## config.mk

```make
export PLATFORM = sky130hd
export DESIGN_NAME = sfp_drain
export DESIGN_NICKNAME = d
export VERILOG_FILES = /design/src/rtl/sfp_drain.sv
export SDC_FILE = /design/constraint.sdc
export NUM_CORES = 1
export LEC_CHECK = 0
export ABC_AREA = 1
export CORE_MARGIN = 2
export CORE_UTILIZATION = 55
export CTS_CLUSTER_SIZE = 12
export DETAILED_ROUTE_END_ITERATION = 8
export GPL_TIMING_DRIVEN = 0
export PLACE_DENSITY = 0.76
export RECOVER_POWER = 100
export SETUP_SLACK_MARGIN = 0.2
export SYNTH_ARGS = -nofsm -noshare
export SYNTH_HDL_FRONTEND = slang
export SYNTH_SLANG_ARGS = --single-unit
```

## constraint.sdc

```tcl
create_clock -name clk -period 21.1 [get_ports clk]
set_input_delay 2.11 -clock clk [delete_from_list [all_inputs] [get_ports clk]]
set_output_delay 2.11 -clock clk [all_outputs]
set_load 0.1 [all_outputs]
```

## src/rtl/sfp_drain.sv

```systemverilog
// Row buffer behind the core's SFP output, serialized one word per handshake.
// Define SFP_DRAIN_RELU_EN to zero negative words on the output.
module sfp_drain #(
  parameter int psum_bw = 16,
  parameter int col     = 8,
  parameter int depth   = 4
) (
  input  logic                     clk,
  input  logic                     reset,
  input  logic [col*psum_bw-1:0]   sfp_in,
  input  logic                     sfp_valid,
  output logic                     full,
  output logic                     ovf,
  output logic [psum_bw-1:0]       out_data,
  output logic [$clog2(col)-1:0]   out_col,
  output logic                     out_valid,
  input  logic                     out_ready,
  output logic                     out_last
);

  localparam int col_bw = $clog2(col);
  localparam int ptr_bw = (depth > 1) ? $clog2(depth) : 1;
  localparam int cnt_bw = $clog2(depth + 1);

  logic [col*psum_bw-1:0] mem [depth];
  logic [ptr_bw-1:0]      wr_ptr;
  logic [ptr_bw-1:0]      rd_ptr;
  logic [cnt_bw-1:0]      count;
  logic                   push;
  logic                   pop;
  logic                   hs;
  logic                   col_end;
  logic [col*psum_bw-1:0] head_row;
  logic [psum_bw-1:0]     head_word;

  function automatic logic [ptr_bw-1:0] bump(input logic [ptr_bw-1:0] p);
    return (p == ptr_bw'(depth - 1)) ? '0 : p + ptr_bw'(1);
  endfunction

  assign full      = (count == cnt_bw'(depth));
  assign out_valid = (count != '0);
  assign col_end   = (out_col == col_bw'(col - 1));
  assign hs        = out_valid & out_ready;
  assign pop       = hs & col_end;
  assign push      = sfp_valid & ~full;
  assign out_last  = out_valid & col_end;
  assign head_row  = mem[rd_ptr];

  always_comb begin
    head_word = '0;
    for (int k = 0; k < col; k++) begin
      if (out_col == col_bw'(k)) head_word = head_row[psum_bw*k +: psum_bw];
    end
  end

  // ReLU is applied only at the output mux; buffered rows keep their sign.
  always_comb begin
    out_data = '0;
    if (out_valid) begin
`ifdef SFP_DRAIN_RELU_EN
      out_data = head_word[psum_bw-1] ? '0 : head_word;
`else
      out_data = head_word;
`endif
    end
  end

  // Storage is deliberately not reset; occupancy alone decides what is live.
  always_ff @(posedge clk) begin
    if (push) mem[wr_ptr] <= sfp_in;
  end

  always_ff @(posedge clk or negedge reset) begin
    if (!reset) begin
      wr_ptr  <= '0;
      rd_ptr  <= '0;
      count   <= '0;
      out_col <= '0;
      ovf     <= 1'b0;
    end else begin
      if (push) wr_ptr <= bump(wr_ptr);
      if (pop)  rd_ptr <= bump(rd_ptr);
      if (push && !pop)      count <= count + cnt_bw'(1);
      else if (pop && !push) count <= count - cnt_bw'(1);
      if (hs) out_col <= col_end ? '0 : out_col + col_bw'(1);
      // A row offered while full is lost even if a pop frees a slot on this edge.
      if (sfp_valid && full) ovf <= 1'b1;
    end
  end

endmodule

```

==> key figures <==
Outcome
  • Status: finished with violations
  • Violated checks: capacitance limit, slew limit

Logic synthesis
  • Post-Synthesis Cells: 1702
  • Unique masters post-synth: 28
  • Avg Cell Area, Syn: 12.41 sq um
  • Netlist Area Pre-Place: 21130 sq um
  • Warnings from Yosys: 0
  • Syn Nets: 1847
  • Register area share after synthesis: 74.08%
  • Yosys reg bits: 523

Routing
  • Final WL: 56.78 mm
  • Via Count: 14630
  • Wire length per cell: 22.95 microns
  • Number of nets with antenna violations after routing: 0
  • Total iterations of the first detailed-routing run: 5
  • Via density: 5.913
  • Starting DRT DRC Count: 1896
  • Remaining DRCs: 0

Clock network
  • Clock Latency Late Sink: 0.59 ns
  • Setup bufs post-CTS: 0
  • Clock sink count: 523
  • Htree depth: 2
  • CTS resizes: 0
  • CTS Buffer Depth: 3
  • Post-CTS Hold Fix Bufs: 0
  • CTS tree: built
  • CTS Buf Count: 52
  • Root buf cell: clkbuf_16
  • CTS clk-pin slew, worst paths: 0.06 ns

Timing
  • Period Utilization, post-route: 42.00%
  • Max-slew violations: 430
  • Setup TNS Final: 0 ns
  • RSZ-0062 raised after global routing: no
  • Fin. Hold Viols: 0
  • Slew headroom: -56.36%
  • Clock skew: 0.02664 ns
  • Worst hold slack: 0.4807 ns
  • Final setup fails: 0
  • Worst-margin pin slew: 2.337 ns
  • Peak Freq: 112.8 MHz
  • Minimum clock period: 8.863 ns

Setup path
  • Reg2reg start: count[2]
  • Crit-path cells: dlygate4sd3_1 > inv_1 > nor2_1 > inv_1 > nor2_1 > clkbuf_1 > clkbuf_1 > clkbuf_1 > clkbuf_1
  • R2r setup slk: 13.80 ns
  • WS Path Type: in -> reg
  • Delay-heaviest family, CP: buffers and inverters
  • CP arrival: 9.05 ns
  • R2r worst-path depth: 9
  • Crit-path slowest cell: clkbuf_1
  • Max incr delay on CP: 1.38 ns
  • CP Capture Type: register
  • Buffers and inverters on the worst path: 7
  • Max FO, Critical Path: 28
  • Most frequent CP cell: clkbuf_1
  • Reg2reg end: mem[3][40]
  • Worst EP required: 21.29 ns
  • Startpoint Class: input pin

Min path
  • Worst hold path class: reg -> reg
  • Worst hold start: ovf
  • Hold EP: ovf
  • Hold path depth: 1

Placed design
  • I/O Buffers: 154
  • Dpl cells: 2386
  • RePlAce Congestion: 0.9754
  • Detail Placement HPWL: 38.22 mm

Die
  • Initial Utilization: 55.96%
  • Die Y: 200.0 microns
  • # rows: 71
  • Die X: 200.0 microns
  • Die area: 40000 sq um
  • Core box area: 37760 sq um
  • I/O pin total: 155

Power
  • Max VDD drop: 0.2309 mV
  • PD cells: 162.5 nW/um^2
  • Final Total Pwr: 4.045 mW
  • Leak Pwr: 8.838 nW

Layout
  • Nets: 2074
  • Share of layout cells above drive strength 1: 6.333%
  • Area grow syn2layout: 17.85%
  • Layout Cells excl Fill: 2474

Global routing
  • Largest net degree at the start of global routing: 29
  • GRT overflow: 0
  • Overall global routing resource usage: 28.59%
  • Vias in the first global route: 13830
  • First-pass GRT wire length: 83.43 mm
  • Initial antenna violation count: 5

Flow run
  • Max-cap viol count: 16
cell usage in the layout (no fill, tap or decap), types with 40 or more instances in the layout:
| cell | n |
|---|---|
| o21ai_1 | 40 |
| nand2_1 | 288 |
| clkbuf_1 | 74 |
| nand3_1 | 87 |
| dlygate4sd3_1 | 154 |
| edfxtp_1 | 512 |
| nor2_1 | 269 |
| clkbuf_16 | 54 |
| o21ai_0 | 197 |
| inv_1 | 60 |
sequential cells by signal (all words and copies together) (netlist names):
| register | flops |
|---|---|
| out_col | 3 |
| wr_ptr | 2 |
| count | 3 |
| rd_ptr | 2 |
| mem | 512 |
| ovf | 1 |
per-layer routing:
| layer | share of wire [%] | up-vias | global-route usage (%) |
|---|---|---|---|
| met2 | 46 | 945 | 44.02 |
| met5 | 0.019 | - | 0 |
| met3 | 12 | 138 | 5.192 |
| li1 | - | 6527 | - |
| met4 | 3.7 | 2 | 10.73 |
| met1 | 38 | 7017 | 41.19 |
cells in the mapped netlist:
cell type,count,share of area [%]
o21ai_0,197,4.7
clkbuf_1,36,0.64
nand2_1,288,5.1
buf_4,20,0.71
a21o_1,1,0.036
nor3_1,2,0.047
o22ai_1,16,0.47
buf_1,3,0.053
xor2_1,1,0.041
nor2_1,269,4.8
nand3_1,87,2.1
inv_2,3,0.053
a21oi_1,36,0.85
o22a_1,15,0.62
a31oi_1,30,0.89
dfrtp_1,11,1.3
o21ai_1,40,0.95
fa_1,1,0.095
edfxtp_1,512,73
buf_2,36,0.85
inv_1,60,1.1
xnor2_1,1,0.041
a32o_1,18,0.85
ha_1,12,0.71
buf_6,4,0.21
nand2_2,1,0.030
mux2_2,1,0.053
clkinv_1,1,0.018
cell type report:
class                      instances  area, sq um
antenna                            5        12.51
tap                              511        639.4
timing repair buffer             173         1613
buffer                            99        521.8
fill                            2698        12860
sequential                       523        15650
clock buffer                      73         1423
inverter                          64        240.2
multi-input combinational       1016         4715
clock inverter                    10        83.83
worst reg2reg max path, delay by kind of cell (launching register included):
family / cells / cell delay (ns)
buffers and inverters: 6 / 5.16
AND/OR/NAND/NOR: 3 / 1.36
flip-flops: 1 / 0.38
metrics by stage:
step,setup WS [ns],util (%),area [sq um]
floorplan,12.66,-,21130
global placement,7.928,61.73,23310
detailed placement,14.99,62.88,23740
CTS,14.37,66.87,25250
global route,11.68,65.93,24890
finish,12.24,65.95,24900
logic make-up after synthesis:
family / after synthesis / share of synthesized area (%)
AOI/OAI and AO/OA: 353 / 9.340
xor gates and xnor gates: 2 / 0.08293
adders and majority gates: 13 / 0.8054
buffers and inverters: 163 / 3.607
DFF: 523 / 74.08
muxes: 1 / 0.05330
and+or+nand+nor: 647 / 12.03
how the worst max path moves through the flow:
stage	startpoint	end	cells after the start
finish	sfp_valid	mem[3][40]	9
global route	sfp_valid	mem[3][42]	9
CTS	out_col[1]	out_data[5]	14
detailed placement	out_col[1]	out_data[5]	14
global placement	sfp_valid	mem[3][38]	5
floorplan	sfp_valid	mem[0][0]	4
power breakdown:
| group | total (mW) | internal, mW | switching [mW] |
|---|---|---|---|
| clock | 0.840 | 0.476 | 0.364 |
| sequential | 1.42 | 1.37 | 0.0514 |
| combinational | 1.78 | 0.424 | 1.36 |
| total | 4.05 | 2.27 | 1.77 |
(Power assumes the default switching activity.)
